[src/rtl/parity_checker_stream.sv]
// Registered even/odd parity checker for a valid/ready word stream with a saturating error counter.
// Optional macro DROP_BAD_EN: words failing the check are counted but not forwarded.
module parity_checker_stream #(
    parameter int DATA_W = 8,
    parameter int CNT_W  = 8
) (
    input  logic              clk,
    input  logic              rst,
    input  logic              in_valid,
    output logic              in_ready,
    input  logic [DATA_W-1:0] in_data,
    input  logic              in_par,
    input  logic              odd_mode,
    output logic              out_valid,
    input  logic              out_ready,
    output logic [DATA_W-1:0] out_data,
    output logic              out_err,
    output logic [CNT_W-1:0]  err_cnt,
    input  logic              err_clr
);

    logic              r_valid;
    logic [DATA_W-1:0] r_data;
    logic              r_err;
    logic [CNT_W-1:0]  r_cnt;

    logic w_acc;
    logic w_x;
    logic w_err;
    logic w_load;
    logic w_cnt_inc;
    logic w_cnt_max;

    assign in_ready  = ~r_valid | out_ready;
    assign w_acc     = in_valid & in_ready;
    assign w_x       = ^{in_data, in_par};
    assign w_err     = odd_mode ? ~w_x : w_x;
    assign w_cnt_inc = w_acc & w_err;
    assign w_cnt_max = &r_cnt;

`ifdef DROP_BAD_EN
    // Bad words are consumed from the input but never reach the output register.
    assign w_load = w_acc & ~w_err;
`else
    assign w_load = w_acc;
`endif

    // Output register: loads on accept, releases when drained with nothing new loaded.
    always_ff @(posedge clk or posedge rst) begin
        if (rst) begin
            r_valid <= 1'b0;
            r_data  <= '0;
            r_err   <= 1'b0;
        end else if (w_load) begin
            r_valid <= 1'b1;
            r_data  <= in_data;
            r_err   <= w_err;
        end else if (r_valid && out_ready) begin
            r_valid <= 1'b0;
        end
    end

    // A clear coinciding with a counted error keeps that error.
    always_ff @(posedge clk or posedge rst) begin
        if (rst) begin
            r_cnt <= '0;
        end else if (err_clr) begin
            r_cnt <= w_cnt_inc ? CNT_W'(1) : '0;
        end else if (w_cnt_inc && !w_cnt_max) begin
            r_cnt <= r_cnt + CNT_W'(1);
        end
    end

    assign out_valid = r_valid;
    assign out_data  = r_data;
    assign out_err   = r_err;
    assign err_cnt   = r_cnt;

endmodule

[config.mk]
export PLATFORM = sky130hd
export DESIGN_NAME = parity_checker_stream
export DESIGN_NICKNAME = d
export VERILOG_FILES = /design/src/rtl/parity_checker_stream.sv
export SDC_FILE = /design/constraint.sdc
export NUM_CORES = 1
export LEC_CHECK = 0
export CORE_MARGIN = 2
export CORE_UTILIZATION = 45
export CTS_CLUSTER_DIAMETER = 30
export DETAILED_ROUTE_END_ITERATION = 6
export PLACE_DENSITY = 0.85
export SLEW_MARGIN = 0
export SYNTH_ARGS = -nofsm -noshare
export SYNTH_HDL_FRONTEND = slang
export SYNTH_SLANG_ARGS = --single-unit
export TNS_END_PERCENT = 50
[constraint.sdc]
create_clock -name clk -period 2.7 [get_ports clk]
set_input_delay 0.54 -clock clk [delete_from_list [all_inputs] [get_ports clk]]
set_output_delay 0.54 -clock clk [all_outputs]
set_load 0.03 [all_outputs]
### Yosys cells after proc, flatten, opt, wreduce, memory -nomap -nowiden

Index checks and enable logic that the tools add are counted.

* register bits after elaboration: 18
* memories: 0
* word-level logic and storage cells: 23
* bits of input ports: 15
* bits in read-only memories: 0
* latch bits: 0
* bits in writable memories: 0

* magnitude comparators: 0
* equal/unequal tests: 0
* bitwise gates (word level): 5
* add/subtract/negate cells: 1
* reductions and logical operators: 7
* divide/modulo/power cells: 0
* shift operators: 0
* muxes and demuxes: 6
* $mul: 0

Operator list (count)
* two-way mux 8 bit: 2
* parity 9 bit: 1
* adder 8 x 1 -> 8 bit (second input constant): 1
* AND reduction 8 bit: 1
* two-way mux 1 bit: 4
* nonzero test 2 bit: 2
* AND 1 bit: 2
* logical AND 1 bit: 2
* NOT 1 bit: 2
* zero test 1 bit: 1
* bitwise OR 1 bit: 1

### Depth between registers and ports, before layout

* word-level depth: 7
* depth in mapped cells: 6
* depth with buffers taken out: 6

### Worst setup path before layout

Ideal clock, no wire load.

* kind: in2reg
* start: in in_data[1]
* end: reg r_cnt[6], in the netlist err_cnt[6]
* library setup time: 0.125 ns
* setup slack: 0.611 ns
* arrival: 1.964 ns
* cell stages on the path: 6
* path through: xor2_1 > xnor3_1 > xnor2_1 > buf_6 > nor4b_1 > mux2_2

* cells in the longest elaborated chain, start to end: 6

RTL lines
* start: declaration: line 11 `input logic [DATA_W-1:0] in_data,`
* parity 9 bit (*): line 36 `assign w_x = ^{in_data, in_par};`
* NOT 1 bit: line 37 `assign w_err = odd_mode ? ~w_x : w_x;`
* two-way mux 1 bit (*): line 37
* AND 1 bit (*): line 38 `assign w_cnt_inc = w_acc & w_err;`
* logical AND 1 bit (*): line 69 `end else if (w_cnt_inc && !w_cnt_max) begin`
* nonzero test 2 bit (no line) (*)
* end signal: assignment: line 68 `r_cnt <= w_cnt_inc ? CNT_W'(1) : '0;`
* end signal: assignment: line 70 `r_cnt <= r_cnt + CNT_W'(1);`
* end: declaration: line 25 `logic [CNT_W-1:0] r_cnt;`

Every way passes the cells marked *; elsewhere a longest branch is shown, timed or not.
A chain may end at the register's enable or synchronous reset.

### Worst setup path in the final report

* start: in in_data[2]
* end: reg r_cnt[4], in the netlist err_cnt[4]

Same word-level chain as after synthesis.

==> flow_summary.toml <==
[power]
cellInternalPower_w = 0.000515
p_per_area_mw_per_mm2 = 588
ir_worst_vdd_uv = 399
p_switching_w = 0.000261
clockPowerShare = 0.222
pwr-share-seq = 0.415
p_comb_frac = 0.363
p_leak_nw = 0.544
switching_share = 0.336

[logic_synthesis]
yosysWarnings = 0
synth_edf_count = 0
synth_seq_cells = 18
synth_flop_cell = "dfrtp_1"
seq_area_frac_synth = 0.488
syn_inst = 83
async_flop_share = 1.00
syn_avg_cell_area_sq_um = 11.1
yosysUniqueCellTypes = 30
synth_nets = 99
netlist_area_sq_um = 922

[global_routing]
grt_first_pass_wirelength_microns = 3420
grt_pass1_vias = 757
grt_usage = 0.188
antenna_found_initial = 0
grt_max_degree = 19
gr-total-overflow = 0

[sta]
timing.final.crit_period_ns = 2.42
fin_crit_sh = 0.894
fmax_ghz = 0.414
relSlewSlack = 0.556
tns_ns = 0
setup_viol = 0
rsz0062_at_grt = "no"
drv_slew = 0
worstMarginPinSlew_ns = 0.662
hold_viol_final = 0
skew_ns = 0.00255

[setup_path]
start_kind = "input pin"
worst-path-buf-inv = 1
cp.arrival_ns = 2.61
slowest_delay_ns = 0.56
crit_fanout = 10
path_class = "in2reg"
endpoint = "err_cnt[4]"
crit_family = "XOR/XNOR gates"
rr_endpoint = "err_cnt[6]"
rrSetupSlack_ns = 0.94
r2r-start = "err_cnt[0]"
cp_slowest_cell = "xnor2_1"
startpoint = "in_data[2]"
r2r_cells = 5
end_kind = "flip-flop"
cp.depth = 6
required_ns = 2.89
crit_chain = "clkdlybuf4s50_1 -> xor2_1 -> xnor3_1 -> xnor2_1 -> nor4_1 -> mux2_2"

[floorplan]
die_h_microns = 49.3
row_count = 16
dieArea_sq_mm = 0.00243
core-area_sq_mm = 0.00194
die_x_microns = 49.3
initial_utilization = 0.475
ios = 34

[placement]
gp_congestion = 0.849
dpl_cell_area_sq_mm = 0.00128
hpwlAfterDp_microns = 1530
portBuffers = 33
dp_cells = 142

[finish]
final_common_cell = "clkdlybuf4s50_1"
fin_cells = 146
area_growth_pct = 43.0
nFillCells = 160
antennaDiodeCount = 0
layout_common_cells = "33 x clkdlybuf4s50_1, 18 x dfrtp_1, 10 x mux2_2, 6 x nand2_1, 6 x xnor2_1"
stdcell_area_sq_mm = 0.00132
drive_gt1_frac = 0.160
final_nets = 136

[clocking]
ctsHtreeMaxLevel = 1
cts_resized = 0
ctsHoldBuffers = 0
clkTransAtPathRegs_ns = 0.11
cts.path.max_buffers = 2
numCtsBuffers = 3
clock_sinks = 18
cts_root_buf = "clkbuf_4"
cts_tree = "done"
cts_setup_buffers = 0
clkLatencyLatePin_ns = 0.30

[detailed_routing]
vias = 779
drt_iter0_drc = 16
firstDrtPassIters = 4
antenna_left = 0
wl_microns = 2070
vias_per_cell = 5.34
drc_errors = 0
wire_per_inst_microns = 14.2

[flow_run]
maxCapViolCount = 0

[worst_hold_path]
min_path_type = "reg2reg"

[status]
outcome = "finished clean"
## cell type report
class                      instances  area [sq um]  area share
clock buffer                       4          36.3      0.0275
timing repair buffer              35           345       0.262
inverter                           4          15.0      0.0114
sequential                        18           450       0.342
tap                               27          33.8      0.0256
multi-input combinational         58           438       0.332
## registers in the layout (all words and copies together) (netlist names)
| signal | count |
|---|---|
| out_data | 8 |
| out_err | 1 |
| out_valid | 1 |
| err_cnt | 8 |
## synth_stat cells, types with 2 or more instances
library cell	n	area [sq um]
dfrtp_1	18	450
mux2_2	10	113
nand2_1	6	22.5
xnor2_1	6	52.6
nor2_1	5	18.8
inv_1	4	15.0
a21oi_1	3	15.0
nand4_1	3	18.8
and3_1	2	12.5
nand2b_1	2	12.5
nand3_1	2	10.0
nor2b_1	2	12.5
o31ai_1	2	15.0
or4_1	2	15.0
## worst register-to-register path, delay by kind of cell, from the launching register on
kind | cells | cell delay [ns]
mux | 1 | 0.37
simple gates | 3 | 0.59
fa+ha+maj | 1 | 0.26
flops | 1 | 0.44
## power groups by stage
stage | Sequential (W) | Combinational, W | Clock [W]
after floorplan | 0.000389 | 0.000114 | 0
after detailed placement | 0.000327 | 0.000282 | 0
after CTS | 0.000322 | 0.000284 | 0.000171
final | 0.000322 | 0.000282 | 0.000172
after global placement | 0.000325 | 0.000277 | 0
after global routing | 0.000327 | 0.000300 | 0.000181
## cells by family (layout without fill, tap and decap cells)
family	Yosys count	in the layout	share of synthesized area
flip-flops	18	18	0.488
multiplexers	11	11	0.133
buffers and inverters	7	43	0.0366
AND/OR/NAND/NOR	30	30	0.178
AO/OA/AOI/OAI	8	8	0.0597
XOR/XNOR	8	8	0.0909
adder cells (fa/ha/maj)	1	1	0.0136
## layer usage
layer  global-route usage  wire length (microns)
met5                    0                      0
met3               0.0307                    122
met1                0.206                    791
met4                0.119                     51
met2                0.333                   1110
## worst min path at each step
stage           startpoint           to  slack, ns  cells after the start
5_1_grt        out_data[7]  out_data[7]       0.54                      1
3_3_place_gp       out_err      out_err       0.47                      2
6_report           out_err      out_err       0.50                      2
4_1_cts            out_err      out_err       0.51                      2
2_1_floorplan          rst   err_cnt[0]       0.48                      1
3_5_place_dp       out_err      out_err       0.48                      2
## stage by stage
step	setup WS [ns]	hold slack, ns	total power (W)	util
final	0.285	0.504	0.000776	0.679
after CTS	0.275	0.514	0.000778	0.679
after global routing	0.0793	0.536	0.000808	0.679
after detailed placement	-0.0145	0.483	0.000610	0.660
after floorplan	0.611	0.479	0.000503	-
after global placement	0.0149	0.468	0.000602	0.660
No activity file was read; power rests on OpenSTA's default activity.
